==> src/rtl/issue_scoreboard_pkg.sv <==
// Shared types for the issue controller.
//   riscv : architectural register index type.
//   core  : ALU operation encoding, scoreboard bitmap and issue-slot payload.
package riscv;
  typedef logic [4:0] reg_t;
endpackage

package core;
  typedef enum logic [3:0] {
    ALU_ADD  = 4'd0,
    ALU_SUB  = 4'd1,
    ALU_AND  = 4'd2,
    ALU_OR   = 4'd3,
    ALU_XOR  = 4'd4,
    ALU_SLL  = 4'd5,
    ALU_SRL  = 4'd6,
    ALU_SRA  = 4'd7,
    ALU_SLT  = 4'd8,
    ALU_SLTU = 4'd9
  } ALU_OP_t;

  typedef logic [31:0] scoreboard_t;

  typedef struct packed {
    riscv::reg_t rs1;
    riscv::reg_t rs2;
    riscv::reg_t rd;
    logic        writes_rd;
    ALU_OP_t     alu_op;
  } issue_slot_t;
endpackage

==> src/rtl/issue_scoreboard_scoreboard.sv <==
// Pending-write scoreboard.
//   Inputs : decoded operand/dest lookup, accept strobe (set_i), writeback
//            (wb_valid_i/wb_rd_i), flush release of the issue slot's write.
//   Outputs: hazard_o / cap_ok_o for the decoder handshake, busy_o bitmap,
//            inflight_o pending-write count, sticky err_o.
module scoreboard
  import core::*;
#(
  parameter  int MAX_INFLIGHT = 4,
  localparam int CNT_W        = $clog2(MAX_INFLIGHT + 1)
) (
  input  logic              clk,
  input  logic              rst,
  input  riscv::reg_t       rs1_i,
  input  riscv::reg_t       rs2_i,
  input  riscv::reg_t       rd_i,
  input  logic              uses_rs1_i,
  input  logic              uses_rs2_i,
  input  logic              writes_rd_i,
  input  logic              set_i,
  input  logic              wb_valid_i,
  input  riscv::reg_t       wb_rd_i,
  input  logic              flush_clr_i,
  input  riscv::reg_t       flush_rd_i,
  output logic              hazard_o,
  output logic              cap_ok_o,
  output scoreboard_t       busy_o,
  output logic [CNT_W-1:0]  inflight_o,
  output logic              err_o
);

  scoreboard_t      busy_q, busy_d;
  logic [CNT_W-1:0] inflight_q, inflight_d;
  logic             err_q, err_d;

  logic rd_counted, set_hit, wb_hit, fl_hit;

  // x0 is never tracked: a write to it neither marks busy nor counts.
  assign rd_counted = writes_rd_i && (rd_i != '0);
  assign set_hit    = set_i && rd_counted;
  assign wb_hit     = wb_valid_i && (wb_rd_i != '0) && busy_q[wb_rd_i];
  // A writeback and flush hitting the same register release it only once.
  assign fl_hit     = flush_clr_i && busy_q[flush_rd_i] &&
                      !(wb_hit && (wb_rd_i == flush_rd_i));

  assign hazard_o = (uses_rs1_i && (rs1_i != '0) && busy_q[rs1_i]) ||
                    (uses_rs2_i && (rs2_i != '0) && busy_q[rs2_i]) ||
                    (rd_counted && busy_q[rd_i]);
  assign cap_ok_o = (inflight_q < CNT_W'(MAX_INFLIGHT)) || !rd_counted;

  always_comb begin
    // NOTE: every always_comb output gets a default first so no latch is inferred.
    busy_d = busy_q;
    err_d  = err_q;
    if (wb_valid_i && (wb_rd_i != '0) && !busy_q[wb_rd_i]) err_d = 1'b1;
    if (wb_hit)  busy_d[wb_rd_i]    = 1'b0;
    if (fl_hit)  busy_d[flush_rd_i] = 1'b0;
    // Accept and writeback never target the same register (WAW stalls it).
    if (set_hit) busy_d[rd_i]       = 1'b1;
    inflight_d = inflight_q + CNT_W'(set_hit) - CNT_W'(wb_hit) - CNT_W'(fl_hit);
  end

  // NOTE: state updates use non-blocking assignments so all flops sample together.
  always_ff @(posedge clk or posedge rst) begin
    if (rst) begin
      busy_q     <= '0;
      inflight_q <= '0;
      err_q      <= 1'b0;
    end else begin
      busy_q     <= busy_d;
      inflight_q <= inflight_d;
      err_q      <= err_d;
    end
  end

  assign busy_o     = busy_q;
  assign inflight_o = inflight_q;
  assign err_o      = err_q;

endmodule

==> src/rtl/issue_scoreboard.sv <==
// Issue controller between decode and execute.
//   dec_*  : decoder handshake (valid/ready) and decoded fields.
//   iss_*  : single registered issue slot towards execute (valid/ready).
//   wb_*   : writeback retiring a pending register write.
//   flush_i: discards the not-yet-consumed issue slot.
//   busy_o / inflight_o / err_o : scoreboard state and sticky protocol error.
module issue_scoreboard
  import core::*;
#(
  parameter  int MAX_INFLIGHT = 4,
  localparam int CNT_W        = $clog2(MAX_INFLIGHT + 1)
) (
  input  logic              clk,
  input  logic              rst,
  input  logic              dec_valid_i,
  output logic              dec_ready_o,
  input  logic [4:0]        dec_rs1_i,
  input  logic [4:0]        dec_rs2_i,
  input  logic [4:0]        dec_rd_i,
  input  logic              dec_uses_rs1_i,
  input  logic              dec_uses_rs2_i,
  input  logic              dec_writes_rd_i,
  input  core::ALU_OP_t     dec_alu_op_i,
  output logic              iss_valid_o,
  input  logic              iss_ready_i,
  output logic [4:0]        iss_rs1_o,
  output logic [4:0]        iss_rs2_o,
  output logic [4:0]        iss_rd_o,
  output logic              iss_writes_rd_o,
  output core::ALU_OP_t     iss_alu_op_o,
  input  logic              wb_valid_i,
  input  logic [4:0]        wb_rd_i,
  input  logic              flush_i,
  output logic [31:0]       busy_o,
  output logic [CNT_W-1:0]  inflight_o,
  output logic              err_o
);

  issue_slot_t slot_q, slot_d;
  logic        iss_valid_q, iss_valid_d;
  logic        hazard, cap_ok, slot_free, accept, flush_clr;

  assign slot_free   = !iss_valid_q || iss_ready_i;
  assign dec_ready_o = slot_free && !hazard && cap_ok && !flush_i;
  assign accept      = dec_valid_i && dec_ready_o;
  // Flushing a slot that holds a counted write gives its busy bit back.
  assign flush_clr   = flush_i && iss_valid_q && slot_q.writes_rd && (slot_q.rd != '0);

  scoreboard #(.MAX_INFLIGHT(MAX_INFLIGHT)) u_scoreboard (
    .clk         (clk),
    .rst         (rst),
    .rs1_i       (dec_rs1_i),
    .rs2_i       (dec_rs2_i),
    .rd_i        (dec_rd_i),
    .uses_rs1_i  (dec_uses_rs1_i),
    .uses_rs2_i  (dec_uses_rs2_i),
    .writes_rd_i (dec_writes_rd_i),
    .set_i       (accept),
    .wb_valid_i  (wb_valid_i),
    .wb_rd_i     (wb_rd_i),
    .flush_clr_i (flush_clr),
    .flush_rd_i  (slot_q.rd),
    .hazard_o    (hazard),
    .cap_ok_o    (cap_ok),
    .busy_o      (busy_o),
    .inflight_o  (inflight_o),
    .err_o       (err_o)
  );

  always_comb begin
    slot_d      = slot_q;
    iss_valid_d = iss_valid_q;
    // Flush wins over consumption; accept is already blocked while flushing.
    if (flush_i) begin
      iss_valid_d = 1'b0;
    end else if (accept) begin
      iss_valid_d      = 1'b1;
      slot_d.rs1       = dec_rs1_i;
      slot_d.rs2       = dec_rs2_i;
      slot_d.rd        = dec_rd_i;
      slot_d.writes_rd = dec_writes_rd_i;
      slot_d.alu_op    = dec_alu_op_i;
    end else if (iss_ready_i) begin
      iss_valid_d = 1'b0;
    end
  end

  always_ff @(posedge clk or posedge rst) begin
    if (rst) begin
      slot_q      <= '0;
      iss_valid_q <= 1'b0;
    end else begin
      slot_q      <= slot_d;
      iss_valid_q <= iss_valid_d;
    end
  end

  assign iss_valid_o     = iss_valid_q;
  assign iss_rs1_o       = slot_q.rs1;
  assign iss_rs2_o       = slot_q.rs2;
  assign iss_rd_o        = slot_q.rd;
  assign iss_writes_rd_o = slot_q.writes_rd;
  assign iss_alu_op_o    = slot_q.alu_op;

endmodule

==> config.mk <==
export PLATFORM = sky130hd
export DESIGN_NAME = issue_scoreboard
export DESIGN_NICKNAME = d
export VERILOG_FILES = /design/src/rtl/issue_scoreboard_pkg.sv /design/src/rtl/issue_scoreboard_scoreboard.sv /design/src/rtl/issue_scoreboard.sv
export SDC_FILE = /design/constraint.sdc
export NUM_CORES = 1
export LEC_CHECK = 0
export ABC_AREA = 1
export ABC_CLOCK_PERIOD_IN_PS = 2750
export CAP_MARGIN = 20
export CORE_MARGIN = 2
export CORE_UTILIZATION = 49
export CTS_CLUSTER_SIZE = 20
export DETAILED_ROUTE_END_ITERATION = 8
export PLACE_DENSITY_LB_ADDON = 0.1
export SLEW_MARGIN = 20
export SYNTH_ARGS = -nofsm -noshare
export SYNTH_HDL_FRONTEND = slang
export SYNTH_HIERARCHICAL = 1
export SYNTH_SLANG_ARGS = --single-unit
==> constraint.sdc <==
create_clock -name clk -period 2.75 [get_ports clk]
set_input_delay 0.6875 -clock clk [delete_from_list [all_inputs] [get_ports clk]]
set_output_delay 0.6875 -clock clk [all_outputs]
set_load 0.02 [all_outputs]
# Word-level counts from Yosys, hierarchy flattened

Index checks and enable logic that the tools add are counted.
Widths: inputs -> output; s select.

Input port bits: 33
Bits in registers: 57
Word-level logic and storage cells: 90
Output and inout bits: 58

Reduce and logical (&&, ||, !) cells: 40
$add $sub $neg: 3
Bitwise logic cells: 6
$lt $le $gt $ge: 9
Mux-type cells: 22
Eq/ne operators: 1

Operator list:

| operator           | number |
|---|---|
| $mux 32            | 3 |
| $and 32x32->32     | 2 |
| $not 32->32        | 2 |
| $or 32x32->32      | 1 |
| $lt 5x6->1 const B | 5 |
| $bmux 1 s5         | 5 |
| $reduce_bool 5->1  | 5 |
| $logic_and 1x1->1  | 23 |
| $demux 1 s5        | 3 |
| $ge 5x1->1 const B | 3 |
| $mux 1             | 11 |
| $logic_not 1->1    | 6 |
| $sub 3x1->3        | 2 |
| $eq 5x5->1         | 1 |
| $logic_or 1x1->1   | 4 |
| $add 3x1->3        | 1 |
| $lt 3x3->1 const B | 1 |
| $reduce_bool 3->1  | 1 |
| $reduce_and 2->1   | 1 |
| $not 1->1          | 1 |

# Logic depth before layout (Yosys ltp)

Gate-level depths: netlist of the first run.

Depth after elaboration: 14
Gate-level depth with buffers: 21
Depth with buffers taken out: 19

# Cells and area by module

Netlist of the first run, hierarchy kept.

Modules (own cells, without submodules):

| module           | cells an instance | area each (sq um) | times used | seq. area each (sq um) |
|---|---|---|---|---|
| scoreboard       | 805               | 4350.4            | 1          | 900.9 |
| issue_scoreboard | 108               | 972.2             | 1          | 525.5 |

# Worst setup path before layout of the first run

OpenSTA, ideal clock, no wires.

Path kind: input -> register
Start point: input dec_rd_i[1]
End point: register u_scoreboard.inflight_q[2] (netlist: u_scoreboard/inflight_o[2])
Stages on the path: 19
Path slack: -0.254 ns
Required time: 2.627 ns
Library setup time: 0.123 ns
Arrival: 2.882 ns
Buffers on the path: 2
Cell sequence: nor2_1 > clkbuf_1 > a22oi_1 > nand2_1 > nand2_1 > nand2_1 > nor2_1 > nand2_1 > nand2_1 > nand3_1 > inv_2 > nand4_4 > buf_6 > inv_1 > nand2_1 > clkinv_1 > ha_1 > ha_1 > xnor2_1

Word-level cells in the longest chain between the ends: 13
Elaborated cells on any way between the ends: 17
Classes of those cells: 3 x add/sub; 2 x mux; 12 x reduce/logical

RTL lines:

| what                                                                     | line                                                                 | text |
|---|---|---|
| start, declared                                                          | issue_scoreboard.sv:19                                               | `input logic [4:0] dec_rd_i,` |
| $bmux 1 s5 / $reduce_bool 5->1 (equally long branches)                   | issue_scoreboard_scoreboard.sv:48, issue_scoreboard_scoreboard.sv:39 |  |
| $mux 1 (implied by the code) / $logic_and 1x1->1 (equally long branches) | issue_scoreboard_scoreboard.sv:48, issue_scoreboard_scoreboard.sv:39 |  |
| $logic_and 1x1->1 (*)                                                    | issue_scoreboard_scoreboard.sv:48                                    | `(rd_counted && busy_q[rd_i]);` |
| $logic_or 1x1->1 (*)                                                     | issue_scoreboard_scoreboard.sv:47                                    | `(uses_rs2_i && (rs2_i != '0) && busy_q[rs2_i]) \|\|` |
| named net hazard                                                         | issue_scoreboard.sv:41                                               | `logic hazard, cap_ok, slot_free, accept, flush_clr;` |
| $logic_not 1->1 (*)                                                      | issue_scoreboard.sv:44                                               | `assign dec_ready_o = slot_free && !hazard && cap_ok && !flush_i;` |
| $logic_and 1x1->1 (*) (3 in a row)                                       | issue_scoreboard.sv:44                                               |  |
| $logic_and 1x1->1 (*)                                                    | issue_scoreboard.sv:45                                               | `assign accept = dec_valid_i && dec_ready_o;` |
| named net accept                                                         | issue_scoreboard.sv:41                                               |  |
| $logic_and 1x1->1 (*)                                                    | issue_scoreboard_scoreboard.sv:40                                    | `assign set_hit = set_i && rd_counted;` |
| $add 3x1->3 (*)                                                          | issue_scoreboard_scoreboard.sv:60                                    | `inflight_d = inflight_q + CNT_W'(set_hit) - CNT_W'(wb_hit) - CNT_W'(fl_hit);` |
| $sub 3x1->3 (*) (2 in a row)                                             | issue_scoreboard_scoreboard.sv:60                                    |  |
| named net u_scoreboard.inflight_d[2]                                     | issue_scoreboard_scoreboard.sv:33                                    | `logic [CNT_W-1:0] inflight_q, inflight_d;` |
| end signal, assigned                                                     | issue_scoreboard_scoreboard.sv:71                                    | `inflight_q <= inflight_d;` |
| end, declared                                                            | issue_scoreboard_scoreboard.sv:33                                    |  |

The timed path passes the listed nets; every way through them passes the cells marked *. The select of a mux whose other input is x is not followed.
A chain may end at the register's enable or synchronous reset.

# Final worst setup path of the first run

Start point: input dec_rs1_i[0]
End point: output dec_ready_o

Word-level cells in the longest chain between the ends: 9
Elaborated cells on any way between the ends: 11
Classes of those cells: 2 x mux; 9 x reduce/logical

RTL lines:

| what                                                                     | line                              | text |
|---|---|---|
| start, declared                                                          | issue_scoreboard.sv:17            | `input logic [4:0] dec_rs1_i,` |
| $bmux 1 s5 / $reduce_bool 5->1 (equally long branches)                   | issue_scoreboard_scoreboard.sv:46 | `assign hazard_o = (uses_rs1_i && (rs1_i != '0) && busy_q[rs1_i]) \|\|` |
| $mux 1 (implied by the code) / $logic_and 1x1->1 (equally long branches) | issue_scoreboard_scoreboard.sv:46 |  |
| $logic_and 1x1->1 (*)                                                    | issue_scoreboard_scoreboard.sv:46 |  |
| $logic_or 1x1->1 (*)                                                     | issue_scoreboard_scoreboard.sv:46 |  |
| $logic_or 1x1->1 (*)                                                     | issue_scoreboard_scoreboard.sv:47 |  |
| named net hazard                                                         | issue_scoreboard.sv:41            |  |
| $logic_not 1->1 (*)                                                      | issue_scoreboard.sv:44            |  |
| $logic_and 1x1->1 (*) (3 in a row)                                       | issue_scoreboard.sv:44            |  |
| end, declared                                                            | issue_scoreboard.sv:16            | `output logic dec_ready_o,` |

Marks and branches as above.

==> results of run 1 <==
## power by group
part           leakage [nW]  switching [W]  internal [W]  total, W
Clock                0.0778       0.000384      0.000312  0.000697
Combinational          3.23        0.00231       0.00169   0.00399
Sequential            0.709       0.000523       0.00116   0.00168
Total                  4.02        0.00322       0.00316   0.00638
## worst max-delay path, delay by kind of cell
kind / cells / cell delay (ns)
simple gates: 7 / 0.62
buf+inv: 5 / 0.46
compound gates: 2 / 0.39
## how the worst min path moves through the flow
stage,startpoint,end,cells past startpoint
6_report,iss_rs1_o[3]$_DFFE_PP0P_,iss_rs1_o[3]$_DFFE_PP0P_,2
5_1_grt,iss_rs1_o[0]$_DFFE_PP0P_,iss_rs1_o[0]$_DFFE_PP0P_,2
4_1_cts,iss_rs1_o[3]$_DFFE_PP0P_,iss_rs1_o[3]$_DFFE_PP0P_,2
3_5_place_dp,iss_rs1_o[0]$_DFFE_PP0P_,iss_rs1_o[0]$_DFFE_PP0P_,2
3_3_place_gp,iss_rs1_o[3]$_DFFE_PP0P_,iss_rs1_o[3]$_DFFE_PP0P_,2
2_1_floorplan,iss_rs1_o[4]$_DFFE_PP0P_,iss_rs1_o[4]$_DFFE_PP0P_,2
## what timing repair did
action                                  in CTS  in global routing
endpoints found under the setup margin      30                 16
cloned                                       6                  3
resized for setup                          110                 84
setup buffers                                2                  7
hold buffers                                 0                  0
pin swaps                                   17                 25
## metal layers
layer	track usage, %	vias up	part of all wire [%]
li1	-	3416	-
met3	10.07	109	13
met5	0	-	0
met2	59.97	597	42
met4	17.22	0	5.0
met1	61.58	3445	40
## synthesized netlist by cell type (3+ instances only)
| library cell | count | area [µm²] |
|---|---|---|
| nand2_1 | 396 | 1486 |
| nand3_1 | 77 | 385.4 |
| inv_1 | 75 | 281.5 |
| nor2_1 | 59 | 221.5 |
| dfrtp_1 | 57 | 1426 |
| o21ai_0 | 48 | 240.2 |
| a21oi_1 | 43 | 215.2 |
| nand4_1 | 24 | 150.1 |
| buf_2 | 19 | 95.09 |
| nor3_1 | 18 | 90.09 |
| a22oi_1 | 16 | 120.1 |
| clkbuf_1 | 15 | 56.30 |
| buf_6 | 7 | 78.83 |
| o211ai_1 | 7 | 52.55 |
| nand3b_1 | 6 | 45.04 |
| ha_1 | 4 | 50.05 |
| inv_2 | 4 | 15.01 |
| nor3_2 | 4 | 40.04 |
| a21boi_0 | 3 | 22.52 |
| buf_4 | 3 | 22.52 |
| xor2_1 | 3 | 26.28 |
## final cells by class
class | instances | area [µm²] | share of cell area, %
multi-input combinational | 731 | 3545 | 44.64
inverter | 81 | 340.3 | 4.285
clock inverter | 4 | 22.52 | 0.2836
tap | 140 | 175.2 | 2.206
clock buffer | 10 | 127.6 | 1.607
sequential | 57 | 1450 | 18.26
timing repair buffer | 256 | 2260 | 28.45
timing repair inverter | 3 | 21.27 | 0.2678
## sequential cells by signal, summed over array words and instances, names as in the netlist
signal	cells
u_scoreboard/busy_o	32
iss_writes_rd_o	1
iss_valid_o	1
u_scoreboard/err_o	1
iss_alu_op_o	4
iss_rd_o	5
iss_rs2_o	5
iss_rs1_o	5
u_scoreboard/inflight_o	3
## per-stage QoR
step / utilization [%] / hold slack, ns / setup WS (ns)
after floorplan: - / 0.5766 / 0.002889
after global placement: 68.78 / 0.4522 / -0.9717
after detailed placement: 68.78 / 0.4582 / -1.040
after global routing: 74.23 / 0.5019 / -0.1962
final: 74.23 / 0.4711 / -0.1052
after CTS: 71.82 / 0.4753 / -0.01594
## cells by family after synthesis
group                      Yosys count  synth area share (%)
and+or+nand+nor                    596                 47.39
AOI/OAI and AO/OA                  126                 13.59
xor gates and xnor gates             5                0.8229
buffers and inverters              125                 10.46
DFF                                 57                 26.80
adders and majority gates            4                0.9403
==> results.toml, run 1 <==
[grt]
grt_max_degree = 37
grt_pass1_vias = 6686
grt_pass1_wl_mm = 37.01
antenna_found_initial = 0
track_usage_pct = 42.34
grt-ovfl-total = 0

[sta]
rsz0062_at_grt = "yes"
worst_pin_slew_ns = 0.8321
setup_tns_ns = -0.1052
skew_ns = 0.01503
worst_slack_ns = -0.1052
fmax_ghz = 0.3502
setup_viol = 1
fin_crit_ns = 2.855
fin_crit_sh_pct = 103.8
hold_violations = 0
slew_violations = 0
maxSlewHeadroom_pct = 44.46

[floorplan]
initial_core_util_pct = 49.75
die_w_um = 108.2
core_um2 = 10700
die-area_um2 = 11710
num_rows = 38
ios = 91
die_h_um = 108.2

[clock_network]
clk_pin_slew_worst_paths_ns = 0.07
clockBufferDepth = 2
clk_latency_ns = 0.36
cts_tree = "built"
clock_sinks = 57
htree_levels = 3
clockRootBuffer = "clkbuf_8"
cts-buffers-inserted = 9

[power]
finalPower_w = 0.006376
powerDensity_nw_per_um2 = 802.9
power.leakage_nw = 4.022
max-vdd-ir-drop_mv = 0.6336

[run_status]
violations = "setup timing"
status = "finished, violations left"

[setup_path]
rr_endpoint = "u_scoreboard/inflight_o[2]$_DFF_PP0_"
critical_path_class = "input port to output pin"
crit_path_start_kind = "input port"
crit_end = "dec_ready_o"
crit_path_top_delay_cell = "o21ai_0"
worstPathRequired_ns = 2.06
worstRegToRegCells = 19
crit_fanout = 7
crit_start = "dec_rs1_i[0]"
r2r_start = "u_scoreboard/busy_o[14]$_DFF_PP0_"
regToRegSetupSlack_ns = 0.02
crit_arrival_ns = 2.17
end_kind = "output pin"
critPathMaxStageDelay_ns = 0.26
crit_chain = "buf_6, buf_6, o21ai_0, o22ai_1, nand2_1, nand4_1, nand2_2, nand3_2, inv_2, nand2_2, nor2_4, nand2_2, inv_2, buf_6"

[routing]
via_per_inst = 5.902
remaining_drc_errors = 0
totalWireLength_mm = 25.13
routedWlPerCell_um = 19.60
num_vias = 7567
ant_nets = 0
dr.pass1.iters = 6
drt_iter0_drc = 1138

[yosys]
ys_warn_count = 6
avgSynthCellArea_um2 = 5.830
synth_edf_count = 0
postSynth.asyncResetShare_pct = 100.0
synthFlopType = "dfrtp_1"
ys_ff_latch = 57
yosysSeqAreaShare_pct = 26.80
syn_area_um2 = 5323
synthCells = 913
synth_cell_type_count = 38
synth_nets = 950

[final_layout]
mostFrequentLayoutCells = "390 x nand2_1, 148 x buf_4, 76 x nand3_1"
nNetsFinal = 1176
diodes = 0
drive_above_1_share_pct = 25.48
layout.cells.most_common = "nand2_1"
final_area_um2 = 7941
syn_to_final_growth_pct = 49.20
stdcell_count = 1282
fill_cells = 938

[place]
numPortBuffers = 90
hpwlAfterDp_mm = 17.87
place_inst = 1253
place.gp.congestion = 1.030
placed_area_um2 = 7358

[worst_hold_path]
hp-class = "flip-flop to flip-flop"

[flow_run]
maxCapViolations = 0
No activity file was read; power rests on OpenSTA's default activity.
==> run 2: changes to the inputs <==
--- a/config.mk
+++ b/config.mk
@@ -6,15 +6,14 @@
 export NUM_CORES = 1
 export LEC_CHECK = 0
 export ABC_AREA = 1
-export ABC_CLOCK_PERIOD_IN_PS = 2750
+export ABC_CLOCK_PERIOD_IN_PS = 3060
 export CAP_MARGIN = 20
 export CORE_MARGIN = 2
-export CORE_UTILIZATION = 49
+export CORE_UTILIZATION = 55
 export CTS_CLUSTER_SIZE = 20
 export DETAILED_ROUTE_END_ITERATION = 8
 export PLACE_DENSITY_LB_ADDON = 0.1
 export SLEW_MARGIN = 20
 export SYNTH_ARGS = -nofsm -noshare
 export SYNTH_HDL_FRONTEND = slang
-export SYNTH_HIERARCHICAL = 1
 export SYNTH_SLANG_ARGS = --single-unit
==> constraint.sdc (replaced) <==
create_clock -name clk -period 3.06 [get_ports clk]
set_input_delay 0.765 -clock clk [delete_from_list [all_inputs] [get_ports clk]]
set_output_delay 0.765 -clock clk [all_outputs]
set_load 0.02 [all_outputs]
==> run 2 against run 1 <==
Clock power grew 9.5%. Synthesized cell count grew 2.5%. Global-route usage grew 1.4 points. Largest cell class unchanged. Critical path depth down 3. Final area down 2.8%. Final cell count is 2.7% lower. Sequential power is 15% lower. Sequential cell count stayed put. Clock skew shrank 0.0047 ns. The run now ends clean. Clock-buffer cell count did not move. Highest routed layer unchanged.
==> results.toml, run 2 <==
[sta]
slew_violations = 0
worst_pin_slew_ns = 0.6071
hold_violations = 0
maxSlewHeadroom_pct = 59.53
worst_slack_ns = 0.03112
fin_crit_sh_pct = 98.98
setup_viol = 0
fmax_ghz = 0.3302
skew_ns = 0.01034
fin_crit_ns = 3.029

[routing]
drt_iter0_drc = 951
remaining_drc_errors = 0
ant_nets = 0
num_vias = 7551
dr.pass1.iters = 6
totalWireLength_mm = 24.13
via_per_inst = 6.055
routedWlPerCell_um = 19.35

[setup_path]
critical_path_class = "input port to output pin"
critPathMaxStageDelay_ns = 0.29
worstPathRequired_ns = 2.29
worstRegToRegCells = 19
crit_arrival_ns = 2.26
rr_endpoint = "u_scoreboard.inflight_o[2]$_DFF_PP0_"
regToRegSetupSlack_ns = 0.11
crit_fanout = 5
end_kind = "output pin"
crit_path_start_kind = "input port"
crit_chain = "dlygate4sd2_1, inv_1, nor3_2, nand2_1, nand2_1, nor2_1, nand2_1, nand2_2, nand2_4, nor2_8, buf_2"
r2r_start = "iss_rd_o[1]$_DFFE_PP0P_"
crit_path_top_delay_cell = "dlygate4sd2_1"
cpMostUsedCell = "nand2_1"

[floorplan]
ios = 91
core_um2 = 9729
die_h_um = 103.7
die-area_um2 = 10750
initial_core_util_pct = 56.19
num_rows = 36
die_w_um = 103.7

[clock_network]
cts_tree = "built"
clockRootBuffer = "clkbuf_8"
clk_latency_ns = 0.36
clock_sinks = 57
htree_levels = 3
clockBufferDepth = 2
clk_pin_slew_worst_paths_ns = 0.07
cts-buffers-inserted = 9

[yosys]
synthFlopType = "dfrtp_1"
synthCells = 936
ys_ff_latch = 57
yosysSeqAreaShare_pct = 26.09
synth_edf_count = 0
postSynth.asyncResetShare_pct = 100.0
synth_top_area_share_pct = 26.09
yosys.area.top_type = "dfrtp_1"
synth_common_cells = "322 x nand2_1, 123 x nand3_1, 108 x nor2_1, 81 x inv_1, 57 x dfrtp_1"
ys_warn_count = 0
synth_cell_type_count = 33
yosysMostFrequentCell = "nand2_1"
synth_area_leaders = "dfrtp_1 26%, nand2_1 22%, nand3_1 11%, nor2_1 7.4%, inv_1 5.6%"
syn_area_um2 = 5466
synth_nets = 973
avgSynthCellArea_um2 = 5.840

[final_layout]
syn_to_final_growth_pct = 41.27
diodes = 0
drive_above_1_share_pct = 20.83
mostFrequentLayoutCells = "311 x nand2_1, 121 x nand3_1, 117 x buf_4"
fill_cells = 745
stdcell_count = 1247
layout.cells.most_common = "nand2_1"
largest_register_ffs = 32
post-route-util_pct = 79.37
nNetsFinal = 1146

[worst_hold_path]
hold_path_depth = 2
holdPathEnd = "iss_rs1_o[2]$_DFFE_PP0P_"
hp-class = "flip-flop to flip-flop"
min_from = "iss_rs1_o[2]$_DFFE_PP0P_"

[run_status]
status = "complete, no violations"

[grt]
grt_pass1_vias = 6929
track_usage_pct = 43.75
grt_max_degree = 52
antenna_found_initial = 0
grt_pass1_wl_mm = 37.05
grt-ovfl-total = 0

[place]
dp_slack_ns = -0.7768
place_inst = 1212
place.gp.congestion = 1.016
hpwlAfterDp_mm = 16.76
numPortBuffers = 90

[power]
powerDensity_nw_per_um2 = 681.5
power.leakage_nw = 3.872
finalPower_w = 0.005263
max-vdd-ir-drop_mv = 0.4892

[flow_run]
maxCapViolations = 0
==> run 2: cell count changes in the layout (fill, tap and decap cells not counted), moves of 11 or more <==
cell	previous run	this run
inv_1	57	70
nor2_1	48	100
a22oi_2	12	1
buf_4	148	117
nand3_1	76	121
dfrtp_1	38	55
dfrtp_2	19	2
nand2_1	390	311
o21ai_1	21	7
==> run 2: metal layers <==
metal	GRT usage [%]	wire (µm)
met1	57.16	8828
met4	20.08	1361
met3	12.08	3572
met2	67.50	10370
met5	0	0
==> run 2: how the worst max path moves through the flow <==
stage | start | endpoint | slack [ns] | cells after the start
after floorplan | dec_rd_i[0] | u_scoreboard.inflight_o[2]$_DFF_PP0_ | -0.09 | 24
after global placement | dec_rd_i[0] | dec_ready_o | -0.77 | 15
after detailed placement | wb_rd_i[1] | u_scoreboard.inflight_o[2]$_DFF_PP0_ | -0.78 | 20
after CTS | dec_rd_i[0] | u_scoreboard.inflight_o[2]$_DFF_PP0_ | 0.002 | 24
after global routing | wb_rd_i[1] | u_scoreboard.inflight_o[2]$_DFF_PP0_ | -0.06 | 21
final | dec_rd_i[4] | dec_ready_o | 0.03 | 11
==> run 2: cell type report <==
cell class / instances / area [µm²] / share of cell area, %
Clock inverter: 6 / 66.31 / 0.8587
Tap cell: 133 / 166.4 / 2.155
Timing Repair Buffer: 220 / 1939 / 25.11
Sequential cell: 57 / 1429 / 18.50
Clock buffer: 10 / 137.6 / 1.782
Inverter: 87 / 342.8 / 4.439
Multi-Input combinational cell: 734 / 3641 / 47.15
==> run 2: per-stage QoR <==
stage	setup TNS, ns	hold slack, ns	instance area, µm²
2_1_floorplan	-0.09167	0.5763	5510
3_3_place_gp	-9.064	0.4538	7076
3_5_place_dp	-10.42	0.4637	7076
4_1_cts	0	0.4827	7562
5_1_grt	-0.06974	0.4952	7722
6_report	0	0.4825	7722
==> run 2: worst max-delay path, delay by kind of cell <==
family | cells | cell delay [ns]
AND/OR/NAND/NOR | 8 | 0.77
buffers and inverters | 3 | 0.74
==> run 2: timing repair <==
item | 4_1_cts | 5_1_grt
setup buffers | 11 | 6
pin swaps | 12 | 20
gates cloned | 3 | 1
hold buffers | 0 | 0
gates resized for setup | 86 | 60
setup endpoints to repair | 4 | 3
==> run 2: cell families (layout without fill, tap and decap cells) <==
kind of cell	count (synthesis)	count (layout)	synth area share, %
flip-flops	57	57	26.09
AO/OA/AOI/OAI	95	95	9.865
adder cells (fa/ha/maj)	4	4	0.9156
AND/OR/NAND/NOR	628	628	49.46
buffers and inverters	145	323	12.54
XOR/XNOR	7	7	1.122
==> run 2: power by group <==
group	total, W	switching, W	internal, W
combinational	0.00307	0.00186	0.00121
clock	0.000763	0.000364	0.000399
sequential	0.00143	0.000407	0.00103
total	0.00526	0.00263	0.00264
==> run 3: changes to the inputs <==
--- a/config.mk
+++ b/config.mk
@@ -7,7 +7,6 @@
 export LEC_CHECK = 0
 export ABC_AREA = 1
 export ABC_CLOCK_PERIOD_IN_PS = 3060
-export CAP_MARGIN = 20
 export CORE_MARGIN = 2
 export CORE_UTILIZATION = 55
 export CTS_CLUSTER_SIZE = 20
==> results of run 3 <==
Same layout as run 2: the final DEF is identical, and so are final timing and power.
==> patch 1: new RTL, settings of run 1 <==
`MAX_INFLIGHT` is set to 4 in 2 places; all go to 16.
--- a/src/rtl/issue_scoreboard_scoreboard.sv
+++ b/src/rtl/issue_scoreboard_scoreboard.sv
@@ -6,7 +6,7 @@
 module scoreboard
   import core::*;
 #(
-  parameter  int MAX_INFLIGHT = 4,
+  parameter  int MAX_INFLIGHT = 16,
   localparam int CNT_W        = $clog2(MAX_INFLIGHT + 1)
 ) (
   input  logic              clk,
--- a/src/rtl/issue_scoreboard.sv
+++ b/src/rtl/issue_scoreboard.sv
@@ -7,7 +7,7 @@
 module issue_scoreboard
   import core::*;
 #(
-  parameter  int MAX_INFLIGHT = 4,
+  parameter  int MAX_INFLIGHT = 16,
   localparam int CNT_W        = $clog2(MAX_INFLIGHT + 1)
 ) (
   input  logic              clk,
Interface: changed (resized inflight_o); port bits go from 91 to 93. The function was not compared with the original's and may differ.
==> patch 1 against run 1 <==
  * Sequential cell count rose by 2
  * The run still ends with negative setup slack left
  * Via count increased by 2.0%
  * Synthesized cell count increased by 1.3%
  * Clock skew fell by 0.0056 ns
  * Total power is 29% higher
  * Wire length rose by 0.69%
  * Area after synthesis rose by 4.2%
  * Critical path type is now reg2reg
  * Final area increased by 8.0%
  * Setup slack got worse by 0.12 ns
==> patch 1: results (changes against run 1) <==
| Metric | Value |
|---|---|
| Sequential fraction of the synthesis area | 26.6% (-0.18 points) |
| Worst path max stage delay | 0.62 ns (+0.36 ns) |
| Slack of the critical path | -0.221 ns (-0.116 ns) |
| Critical Path AT | 3.20 ns (+1.03 ns) |
| Status | complete, but fails checks |
| Max rail drop VDD | 0.841 mV (+33%) |
| # setup viols final | 12 (+11) |
| Synth top cells by count | nand2_1 (396), inv_1 (76), nand3_1 (74) |
| Worst skew pair latency | 0.34 ns (-0.02 ns) |
| Least-Margin Pin Slew | 0.772 ns (-0.0600 ns) |
| Post-DP Area | 7710 sq um (+4.7%) |
| IO buf count | 92 (+2.2%) |
| Top cells by area, synth | nand2_1 (27%), dfrtp_1 (27%), nand3_1 (6.7%), inv_1 (5.1%), o21ai_0 (4.8%) |
| GRT Util Overall | 42.7% (+0.34 points) |
| Post-synth net total | 965 (+1.6%) |
| Final Skew | 0.00943 ns (-0.00560 ns) |
| Failing checks | negative setup slack |
| Hpwl dp | 17.7 mm (-0.92%) |
| Clk root buf | clkbuf_16 |
| Max stage delay cell, worst path | dfrtp_1 |
| Largest net degree at the start of global routing | 36 (-2.7%) |
| Layout net count | 1,209 (+2.8%) |
| Fraction of layout cells with a size suffix above 1 | 28.4% (+2.9 points) |
| Wire per inst | 19.3 um (-1.7%) |
| Vias in the first global route | 7,083 (+5.9%) |
| Largest delay share family, worst path | adder cells |
| Crit path max fanout | 6 (-1) |
| Initial DRC Count | 1,249 (+9.8%) |
| Static Leakage | 4.30 nW (+6.9%) |
## patch 1: stage by stage
| stage | TNS, ns | hold slack, ns | total power [mW] | cells | util [%] |
|---|---|---|---|---|---|
| after floorplan | -0.824 | 0.554 | 3.94 | 925 | - |
| after global placement | -27.92 | 0.455 | 6.43 | 1283 | 70.5 |
| after detailed placement | -28.51 | 0.461 | 6.48 | 1283 | 70.5 |
| after CTS | -0.341 | 0.471 | 7.93 | 1311 | 77.3 |
| after global routing | -2.33 | 0.497 | 8.58 | 1313 | 78.4 |
| final | -1.46 | 0.474 | 8.20 | 1313 | 78.4 |
## patch 1: routing by layer
| metal | vias up | wire, um | global-route usage (%) |
|---|---|---|---|
| met3 | 122 | 3770 | 13.2 |
| met1 | 3499 | 9550 | 57.2 |
| li1 | 3494 | - | - |
| met2 | 605 | 10600 | 61.3 |
| met5 | - | 0 | 0 |
| met4 | 0 | 1410 | 22.9 |
## patch 1: report_power, final
group | leakage (nW) | internal (mW) | total (mW) | switching (mW)
logic | 3.40 | 2.21 | 5.08 | 2.87
registers | 0.748 | 1.26 | 1.89 | 0.635
clock network | 0.152 | 0.787 | 1.22 | 0.437
total | 4.30 | 4.26 | 8.20 | 3.94
## patch 1: path summary, 6_finish.rpt
check / start / end / slack (ns) / cells after the start
max in group asynchronous: rst / u_scoreboard/busy_o[5] / 1.42 / 3
min: iss_alu_op_o[3] / iss_alu_op_o[3] / 0.47 / 2
min reg2reg: iss_alu_op_o[3] / iss_alu_op_o[3] / 0.47 / 2
max reg2reg: u_scoreboard/busy_o[7] / u_scoreboard/inflight_o[2] / -0.22 / 20
min in group asynchronous: rst / u_scoreboard/busy_o[0] / 0.56 / 2
max: u_scoreboard/busy_o[7] / u_scoreboard/inflight_o[2] / -0.22 / 20
## patch 1: kinds of logic (layout without fill, tap and decap cells)
| family | count (synthesis) | after routing | synth area share [%] |
|---|---|---|---|
| adders and majority gates | 7 | 7 | 1.71 |
| DFF | 59 | 59 | 26.6 |
| AOI/OAI and AO/OA | 136 | 136 | 13.9 |
| and+or+nand+nor | 588 | 588 | 46.0 |
| xor gates and xnor gates | 7 | 7 | 1.11 |
| buffers and inverters | 128 | 376 | 10.7 |
## patch 1: cell type report
cell class,instances,share of cell area [%]
Clock buffer,10,2.67
Timing Repair Buffer,276,28.1
Multi-Input combinational cell,738,44.8
Clock inverter,5,0.919
Inverter,84,4.06
Tap cell,140,2.04
Sequential cell,59,17.4
Timing Repair inverter,1,0.0438
## patch 1: repair_timing
| item | 4_1_cts | 5_1_grt |
|---|---|---|
| cloned | 8 | 0 |
| hold buffers | 0 | 0 |
| setup endpoints to repair | 37 | 35 |
| pin swaps | 29 | 13 |
| resized for setup | 161 | 36 |
| hold endpoints to repair | 0 | 0 |
| setup buffers | 7 | 2 |
==> patch 2: new RTL, flow settings as in run 1 <==
Without the edit above. Put a register stage on the output `err_o`. The value now appears one clock later. The other outputs are not delayed to match.
--- a/src/rtl/issue_scoreboard.sv
+++ b/src/rtl/issue_scoreboard.sv
@@ -36,6 +36,8 @@
   output logic              err_o
 );
 
+  logic err_c;
+
   issue_slot_t slot_q, slot_d;
   logic        iss_valid_q, iss_valid_d;
   logic        hazard, cap_ok, slot_free, accept, flush_clr;
@@ -64,7 +66,7 @@
     .cap_ok_o    (cap_ok),
     .busy_o      (busy_o),
     .inflight_o  (inflight_o),
-    .err_o       (err_o)
+    .err_o       (err_c)
   );
 
   always_comb begin
@@ -102,5 +104,9 @@
   assign iss_writes_rd_o = slot_q.writes_rd;
   assign iss_alu_op_o    = slot_q.alu_op;
 
+  always_ff @(posedge clk) begin
+    err_o <= err_c;
+  end
+
 endmodule
 
Check against the original RTL: not equivalent (Yosys sat finds a counterexample within 4 cycles, from zero or initial values and one cycle with rst high).
==> patch 2 against run 1 <==
  * Sequential cell count grew 1
  * Setup slack got worse by 0.0035 ns
  * First-iteration DRC count down 14%
  * Wire length rose by 0.47%
  * Largest power group unchanged
  * Global-route usage about the same
  * The run still ends with negative setup slack left
  * Critical endpoint unchanged
  * Area after synthesis rose by 0.38%
  * Sequential share of layout area decreased by 0.24 points
  * Cell count up 1.2%
  * Total power is 4.9% higher
  * Final area up 2.5%
  * Die area increased by 0.36%
  * Critical path depth is 1 higher
==> patch 2: results (changes against run 1) <==
| Metric | Value |
|---|---|
| Final Skew | 0.0172 ns (+0.00212 ns) |
| PostCTS Resize Cnt | 109 (-0.91%) |
| Post-CTS Setup Repair Bufs | 8 (+6) |
| Max stage delay cell, worst path | dlygate4sd2_1 |
| Failing checks | negative setup slack |
| Gp weighted congestion | 1.06 (+2.7%) |
| Switching share of power | 48.5% (-1.9 points) |
| Slack of the critical path | -0.109 ns (-0.00347 ns) |
| Slew Limit Headroom | 47.1% (+2.6 points) |
| Top cells by area, synth | nand2_1 (28%), dfrtp_1 (27%), nand3_1 (7.2%), inv_1 (5.3%), o21ai_0 (4.5%) |
| Met1 WL | 9.61 mm (-4.4%) |
| # setup viols final | 1 (unchanged) |
| Status | complete, but fails checks |
| Max rail drop VDD | 0.565 mV (-11%) |
| Global-route wire length before repair | 37.1 mm (+0.11%) |
| R2r setup slk | 0.09 ns (+0.07 ns) |
| Synth Area in XOR/XNOR | 0.820% (-0.0031 points) |
| Hpwl dp | 17.9 mm (+0.19%) |
| Adder-cell share of the synthesized area | 0.937% (-0.0035 points) |
| Yosys cell types | 39 (+2.6%) |
| Met1 Use GR | 57.8% (-3.8 points) |
| Met3 Track Usage GR | 12.3% (+2.2 points) |
| Setup TNS | -0.109 ns (-0.00347 ns) |
| Vias in the first global route | 6,881 (+2.9%) |
| Asr flop ratio synth | 98.3% (-1.7 points) |
| Post-synth net total | 951 (+0.11%) |
| Static Leakage | 4.15 nW (+3.1%) |
| GRT Util Overall | 42.3% (about the same) |
| Synth Area in Compound Gates | 13.5% (-0.051 points) |
## patch 2: cells by family (layout without fill, tap and decap cells)
group / count (synthesis) / after routing
flip-flops: 58 / 58
buffers and inverters: 125 / 368
AND/OR/NAND/NOR: 596 / 596
AO/OA/AOI/OAI: 126 / 126
XOR/XNOR: 5 / 5
adder cells (fa/ha/maj): 4 / 4
## patch 2: metrics by stage
step	setup slack [ns]	cells	hold WS [ns]	utilization [%]
after floorplan	0.00289	914	0.342	-
after global placement	-0.955	1262	0.356	69.3
after detailed placement	-1.07	1262	0.366	69.3
after CTS	-0.0169	1290	0.388	74.3
after global routing	-0.206	1297	0.395	75.7
final	-0.109	1297	0.386	75.7
## patch 2: power by group through the flow
stage / sequential, mW / combinational (mW) / clock (mW)
3_5_place_dp: 1.60 / 3.75 / 0
6_report: 1.66 / 4.10 / 0.920
4_1_cts: 1.58 / 3.86 / 0.925
5_1_grt: 1.66 / 4.35 / 0.964
2_1_floorplan: 1.86 / 1.43 / 0
3_3_place_gp: 1.60 / 3.73 / 0
## patch 2: final cells by class
type	count	area [sq um]
repair buffers	271	2410
inverters	81	323
well taps	140	175
multi-input cells	731	3540
fillers	908	2610
clock inverters	5	77.6
flip-flops and latches	58	1470
clock buffers	11	141
## patch 2: path summary, 6_finish.rpt
check | from | to | cells past startpoint
worst max-delay path | dec_rs1_i[3] | dec_ready_o | 15
worst min-delay path | u_scoreboard/err_o | err_o | 0
min in group asynchronous | rst | u_scoreboard/inflight_o[2] | 2
worst min register to register | u_scoreboard/err_o | err_o | 0
worst max register to register | iss_rd_o[3] | u_scoreboard/inflight_o[2] | 15
max in group asynchronous | rst | u_scoreboard/busy_o[19] | 3
## patch 2: critical path: cells and delay by family
| family | cells | cell delay [ns] |
|---|---|---|
| simple gates | 10 | 0.90 |
| buf+inv | 5 | 0.59 |
